### src/rtl/snk_byte_serializer_pkg.sv
// Shared sink-side configuration for the byte serializer.
// SEQ state exists only when SNK_BYTE_SERIALIZER_SEQ_EN is defined.
package sink_config;

  localparam int SNK_WIDTH     = 12;
  localparam int BYTE_WIDTH    = 8;
  localparam int SNK_NUM_BYTES = (SNK_WIDTH + BYTE_WIDTH - 1) / BYTE_WIDTH;

`ifdef SNK_BYTE_SERIALIZER_SEQ_EN
  typedef enum logic [1:0] {IDLE, SEQ, SEND} ser_state_t;
`else
  typedef enum logic [1:0] {IDLE, SEND} ser_state_t;
`endif

endpackage

### src/rtl/snk_byte_serializer.sv
// Serializes one sink word into MSB-first byte beats; one word buffered, zero-bubble reload.
// Optional macro SNK_BYTE_SERIALIZER_SEQ_EN prefixes each word with an 8-bit sequence beat.
module snk_byte_serializer
  import sink_config::*;
#(
  parameter int SNK_WIDTH  = sink_config::SNK_WIDTH,
  parameter int BYTE_WIDTH = sink_config::BYTE_WIDTH
) (
  input  logic                  clk,
  input  logic                  rst,
  input  logic                  snk_valid,
  output logic                  snk_ready,
  input  logic [SNK_WIDTH-1:0]  snk,
  input  logic                  tx_ready,
  output logic                  tx_valid,
  output logic [BYTE_WIDTH-1:0] tx_data,
  output logic                  busy
);

  localparam int NUM_BYTES = (SNK_WIDTH + BYTE_WIDTH - 1) / BYTE_WIDTH;
  localparam int SRW       = NUM_BYTES * BYTE_WIDTH;
  localparam int IDXW      = (NUM_BYTES > 1) ? $clog2(NUM_BYTES) : 1;
  localparam logic [IDXW-1:0] LAST_IDX = IDXW'(NUM_BYTES - 1);

  ser_state_t      state;
  logic [IDXW-1:0] byte_idx;
  logic [SRW-1:0]  sr;
  logic            last_beat;

  // The only state that re-enters after a load depends on whether sequence beats exist.
`ifdef SNK_BYTE_SERIALIZER_SEQ_EN
  localparam ser_state_t LOAD_STATE = SEQ;
  logic [7:0] seq_cnt;
`else
  localparam ser_state_t LOAD_STATE = SEND;
`endif

  assign last_beat = (state == SEND) && (byte_idx == LAST_IDX);
  assign snk_ready = (state == IDLE) || (last_beat && tx_ready);
  assign busy      = tx_valid;

`ifdef SNK_BYTE_SERIALIZER_SEQ_EN
  assign tx_data = (state == SEQ) ? BYTE_WIDTH'(seq_cnt) : sr[SRW-1 -: BYTE_WIDTH];
`else
  assign tx_data = sr[SRW-1 -: BYTE_WIDTH];
`endif

  always_ff @(posedge clk) begin
    if (rst) begin
      state    <= IDLE;
      byte_idx <= '0;
      sr       <= '0;
      tx_valid <= 1'b0;
`ifdef SNK_BYTE_SERIALIZER_SEQ_EN
      seq_cnt  <= 8'd0;
`endif
    end else begin
      case (state)
        IDLE: begin
          if (snk_valid) begin
            sr       <= SRW'(snk);
            byte_idx <= '0;
            tx_valid <= 1'b1;
            state    <= LOAD_STATE;
          end
        end
`ifdef SNK_BYTE_SERIALIZER_SEQ_EN
        SEQ: begin
          if (tx_ready) begin
            seq_cnt <= seq_cnt + 8'd1;
            state   <= SEND;
          end
        end
`endif
        SEND: begin
          if (tx_ready) begin
            if (byte_idx != LAST_IDX) begin
              sr       <= sr << BYTE_WIDTH;
              byte_idx <= byte_idx + IDXW'(1);
            end else if (snk_valid) begin
              // Reload on the final handshake keeps the output stream gap-free.
              sr       <= SRW'(snk);
              byte_idx <= '0;
              state    <= LOAD_STATE;
            end else begin
              tx_valid <= 1'b0;
              state    <= IDLE;
            end
          end
        end
        default: begin
          state    <= IDLE;
          tx_valid <= 1'b0;
        end
      endcase
    end
  end

endmodule
### config.mk
export PLATFORM = sky130hd
export DESIGN_NAME = snk_byte_serializer
export DESIGN_NICKNAME = d
export VERILOG_FILES = /design/src/rtl/snk_byte_serializer_pkg.sv /design/src/rtl/snk_byte_serializer.sv
export SDC_FILE = /design/constraint.sdc
export NUM_CORES = 1
export LEC_CHECK = 0
export CAP_MARGIN = 20
export CELL_PAD_IN_SITES_DETAIL_PLACEMENT = 1
export CELL_PAD_IN_SITES_GLOBAL_PLACEMENT = 1
export CORE_AREA = 2 2 53 55
export CTS_BUF_LIST = sky130_fd_sc_hd__clkbuf_2
export DETAILED_ROUTE_END_ITERATION = 12
export DIE_AREA = 0 0 55 57
export PLACE_DENSITY_LB_ADDON = 0.1
export SYNTH_ARGS = -nofsm -noshare
export SYNTH_HDL_FRONTEND = slang
export SYNTH_SLANG_ARGS = --single-unit
### constraint.sdc
create_clock -name clk -period 2.2 [get_ports clk]
set_input_delay 0.44 -clock clk [delete_from_list [all_inputs] [get_ports clk]]
set_output_delay 0.44 -clock clk [all_outputs]
set_load 0.01 [all_outputs]
# Word-level counts from Yosys, hierarchy flattened
# Cells that the tools add are included.
dict set report totals {
  reg_bits 20
  in_bits 16
  output_inout_bits 11
  word_cells 38
}
dict set report classes {
  n_addsub 1
  n_eq_ne 5
  n_mux 19
  n_reduce_logical 9
}
# cell count
set op_table {}
lappend op_table {{2-to-1 mux 16 bit} 3}
lappend op_table {{case mux 16 bit (2 select lines)} 1}
lappend op_table {{2-to-1 mux 1 bit} 9}
lappend op_table {{inequality test 2 bit (second input constant)} 4}
lappend op_table {{2-to-1 mux 2 bit} 3}
lappend op_table {{AND reduction 3 bit} 2}
lappend op_table {{case mux 1 bit (2 select lines)} 2}
lappend op_table {{case mux 2 bit (2 select lines)} 1}
lappend op_table {{AND reduction 4 bit} 1}
lappend op_table {{equality test 2 x 1 -> 1 bit (second input constant)} 1}
lappend op_table {{logical AND 1 bit} 2}
lappend op_table {{zero test 2 bit} 1}
lappend op_table {{AND reduction 2 bit} 1}
lappend op_table {{nonzero test 2 bit} 1}
lappend op_table {{adder 1 bit (second input constant)} 1}
lappend op_table {{logical OR 1 bit} 1}

# Longest topological paths before layout
dict set report depth {
  word_depth 4
  mapped_depth 6
  ltp_nobuf 5
}

# Worst setup path before layout
# Ideal clock, no wire load.
dict set report synth_timing {
  path_kind {input -> register}
  from {input port snk_valid}
  to {register tx_valid (netlist: busy)}
  setup_time_ns 0.117
  arrival_ns 1.179
  required_time_ns 2.083
  path_slack_ns 0.904
  stages 6
  path_buffers 1
  path_cell_list {buf_4 -> inv_2 -> ha_1 -> nand3_1 -> a22oi_1 -> nor2_1}
}
dict set report synth_via {
  elab_chain_cells 2
  word_cells_on_any_way 3
  classes_between {2 x eq/ne; 1 x reduce/logical}
}
# element line
set synth_lines {}
lappend synth_lines {{start: declaration} snk_byte_serializer.sv:11} ;# input logic snk_valid,
lappend synth_lines {{inequality test 2 bit (no line)} -}
lappend synth_lines {{AND reduction 4 bit (no line) (*)} -}
lappend synth_lines {{end signal: assignment} snk_byte_serializer.sv:53} ;# tx_valid <= 1'b0;
lappend synth_lines {{end signal: assignment} snk_byte_serializer.sv:63} ;# tx_valid <= 1'b1;
lappend synth_lines {{end signal: assignment} snk_byte_serializer.sv:86} ;# tx_valid <= 1'b0;
lappend synth_lines {{end: declaration} snk_byte_serializer.sv:15} ;# output logic tx_valid,
# Mark *: on every way between the ends. The rest lies on a longest branch, timed or not.
# A chain may end at the register's enable or synchronous reset.

# Final worst setup path
dict set report layout_timing {
  from {register byte_idx}
  to {output port snk_ready}
}
dict set report layout_via {
  elab_chain_cells 3
}
# element line
set layout_lines {}
lappend layout_lines {{start: declaration} snk_byte_serializer.sv:26} ;# logic [IDXW-1:0] byte_idx;
lappend layout_lines {{start signal: assignment} snk_byte_serializer.sv:79} ;# byte_idx <= byte_idx + IDXW'(1);
lappend layout_lines {{logical AND 1 bit} snk_byte_serializer.sv:38} ;# assign last_beat = (state == SEND) && (byte_idx == LAST_IDX);
lappend layout_lines {{logical AND 1 bit} snk_byte_serializer.sv:39} ;# assign snk_ready = (state == IDLE) || (last_beat && tx_ready);
lappend layout_lines {{logical OR 1 bit} snk_byte_serializer.sv:39}
lappend layout_lines {{end: declaration} snk_byte_serializer.sv:12} ;# output logic snk_ready,
# No other way between the ends.

==> impl_metrics.csv <==
group,metric,value,unit
placement,port-buffer-count,26,
flow_run,maxCapViolCount,0,
yosys,synthSimpleGateAreaFrac,17.8,%
routing,final_antenna_net_count,0,
clock_network,ctsHtreeMaxLevel,1,
floorplanning,dieWidth,55,um
yosys,syn_area,940,um^2
final_layout,area_delta_synth_final,27.6,%
clock_network,clock_latency,0.31,ns
yosys,synth_common_cells,"dfxtp_1 (19), buf_4 (11), a21oi_1 (7), a22o_1 (7), nand3_1 (7)",
timing,clock.fmax,483,MHz
yosys,syn_inst,100,
yosys,synth.area.mux_share,3.20,%
clock_network,cts_resized,0,
yosys,synth_flop_cell,"dfxtp_1",
yosys,synth-adder-area-share,2.66,%
clock_network,clk_pin_slew,0.20,ns
clock_network,cts_tree,"yes",
yosys,synth_compound_area_share,22.9,%
timing,maxSlewViolCount,0,
routing,wirelength,2320,um
global_route,track_usage,16.1,%
timing,period_share,94.0,%
floorplanning,die-area,3140,um^2
timing,finalSetupViolCount,0,
yosys,synth_top_area_share,40.5,%
timing,slew_headroom,73.0,%
clock_network,clockBufferDepth,2,
worst_setup_path,worstSetupEndpointType,"output port",
routing,routed_via_density,5.38,
global_route,grt_pass1_vias,801,
yosys,ys_async_sr_fraction,0,%
clock_network,numClockSinks,19,
final_layout,final.fill_count,326,
global_route,antenna_found_initial,0,
min_path,hp-class,"flip-flop to flip-flop",
timing,skew,0.0124,ns
timing,finalHoldViolCount,0,
final_layout,nets,140,
placement,dp_hpwl,1710,um
yosys,yosysUniqueCellTypes,28,
final_layout,final_cells,152,
placement,placedCellCount,148,
floorplanning,core,2620,um^2
yosys,synth_nets,118,
clock_network,cts_setup_buffers,0,
yosys,synth_top_family_by_area,"compound AO/OA/AOI/OAI gates",
power_and_ir_drop,p_leak,0.469,nW
global_route,grt_max_degree,13,
clock_network,cts_buffers,3,
yosys,synthTopCellsByArea,"dfxtp_1 (40%), buf_4 (8.8%), a22o_1 (6.5%), a21oi_1 (3.7%), nand3_1 (3.7%)",
yosys,synth_xor_area_share,0.932,%
floorplanning,die_h,57,um
worst_setup_path,critPathMaxFanout,11,
routing,wl_per_cell,15.2,um
yosys,yosysTopAreaCell,"dfxtp_1",
floorplanning,pin_count,27,
yosys,synth_most_common_cell,"dfxtp_1",
timing,worstMarginPinSlew,0.404,ns
power_and_ir_drop,irDropWorstVdd,0.397,mV
global_route,grt_pass1_wl,3680,um
yosys,yosysWarningCount,0,
timing,rsz0062_at_grt,"false",
floorplanning,start_util,35.9,%
yosys,ys_seq_area_share,40.5,%
power_and_ir_drop,p_per_area,592,nW/um^2
global_route,grt_overflow_total,0,
final_layout,n_antenna_cell,0,
yosys,synth-seq-cells,19,
worst_setup_path,start_kind,"flip-flop",
clock_network,cts_root_buffer,"clkbuf_2",
placement,place.gp.congestion,0.773,
routing,first_iter_violations,3,
routing,num_vias,818,
timing,fin_crit,2.07,ns
yosys,syn_avg_cell_area,9.40,um^2
routing,drc,0,
run_status,status,"finished, final reports clean",
final_layout,drive_gt1_share,11.6,%
worst_setup_path,crit_required,1.76,ns
worst_setup_path,criticalPathCategory,"flip-flop to output port",
yosys,synth_edf_count,0,
timing,setup-tns-final,0,ns
floorplanning,placementRows,19,
clock_network,hold_buffers,0,
routing,drt_pass1_iterations,4,
worst_setup_path,arrival,1.63,ns
## where the power goes
part           internal [mW]  switching, mW  total, mW
clock network         0.0412          0.112      0.154
registers              0.367         0.0165      0.384
logic                 0.0952         0.0778      0.173
## per-stage QoR
| step | instance area [um^2] | setup slack [ns] | util [%] | power, mW | hold WS (ns) |
|---|---|---|---|---|---|
| 2_1_floorplan | 940 | 0.904 | - | 0.493 | 0.435 |
| 3_3_place_gp | 1180 | 0.142 | 45.1 | 0.560 | 0.451 |
| 3_5_place_dp | 1180 | 0.140 | 45.1 | 0.565 | 0.454 |
| 4_1_cts | 1200 | 0.0852 | 45.8 | 0.722 | 0.481 |
| 5_1_grt | 1200 | 0.0304 | 45.8 | 0.749 | 0.503 |
| 6_report | 1200 | 0.132 | 45.8 | 0.710 | 0.478 |
## path summary, 6_finish.rpt
path,startpoint,to,slack (ns),depth (start not counted)
setup / recovery,byte_idx$_SDFFE_PP0P_,snk_ready,0.13,2
hold / removal,sr[6]$_SDFFE_PP0P_,sr[14]$_SDFFE_PP0P_,0.48,2
setup reg to reg,byte_idx$_SDFFE_PP0P_,sr[4]$_SDFFE_PP0P_,0.67,4
hold reg to reg,sr[6]$_SDFFE_PP0P_,sr[14]$_SDFFE_PP0P_,0.48,2
## state kept, by name, summed over array words and instances, names as in the netlist
name      flops
sr           16
busy          1
byte_idx      1
state         1
## cells by family after synthesis
kind of cell	Yosys count
buf+inv	18
fa+ha+maj	2
simple gates	28
mux	3
xor+xnor	1
flops	19
compound gates	29
## cell type report
| class | instances | area [um^2] | share of cell area [%] |
|---|---|---|---|
| flip-flops and latches | 19 | 380 | 31.7 |
| inverters | 4 | 15.0 | 1.25 |
| well taps | 31 | 38.8 | 3.24 |
| clock inverters | 1 | 5.00 | 0.418 |
| multi-input cells | 63 | 447 | 37.3 |
| clock buffers | 3 | 15.0 | 1.25 |
| repair buffers | 31 | 298 | 24.8 |
## layout by cell type (no fill, tap or decap)
cell             instances
clkdlybuf4s50_1         26
dfxtp_1                 19
a22o_1                   7
a21oi_1                  7
nand3_1                  7
nor2_1                   6
nand2b_1                 5
buf_4                    5
o22ai_1                  4
inv_1                    3
nand2_1                  3
and3b_1                  3
mux2i_1                  3
clkbuf_2                 3
a211oi_1                 2
a22oi_1                  2
a31oi_1                  2
ha_1                     2
inv_2                    1
a21bo_2                  1
nor3b_4                  1
o2bb2ai_2                1
a21boi_1                 1
o2bb2ai_1                1
and2b_2                  1
xor2_1                   1
nor2b_1                  1
a311o_1                  1
nand3b_1                 1
clkinv_2                 1
## critical path, stage by stage, from the launching register on
cell             delay [ns]
dfxtp_1                0.57
a21bo_2                0.22
clkdlybuf4s50_1        0.54
## metal layers
layer  vias up  track usage [%]  wire length (um)
met5         -                0                 0
li1        394                -                 -
met2        19             25.9              1130
met1       403             21.6              1070
met3         2             2.36               104
met4         0             5.92                13
No activity file was read; power rests on OpenSTA's default activity.
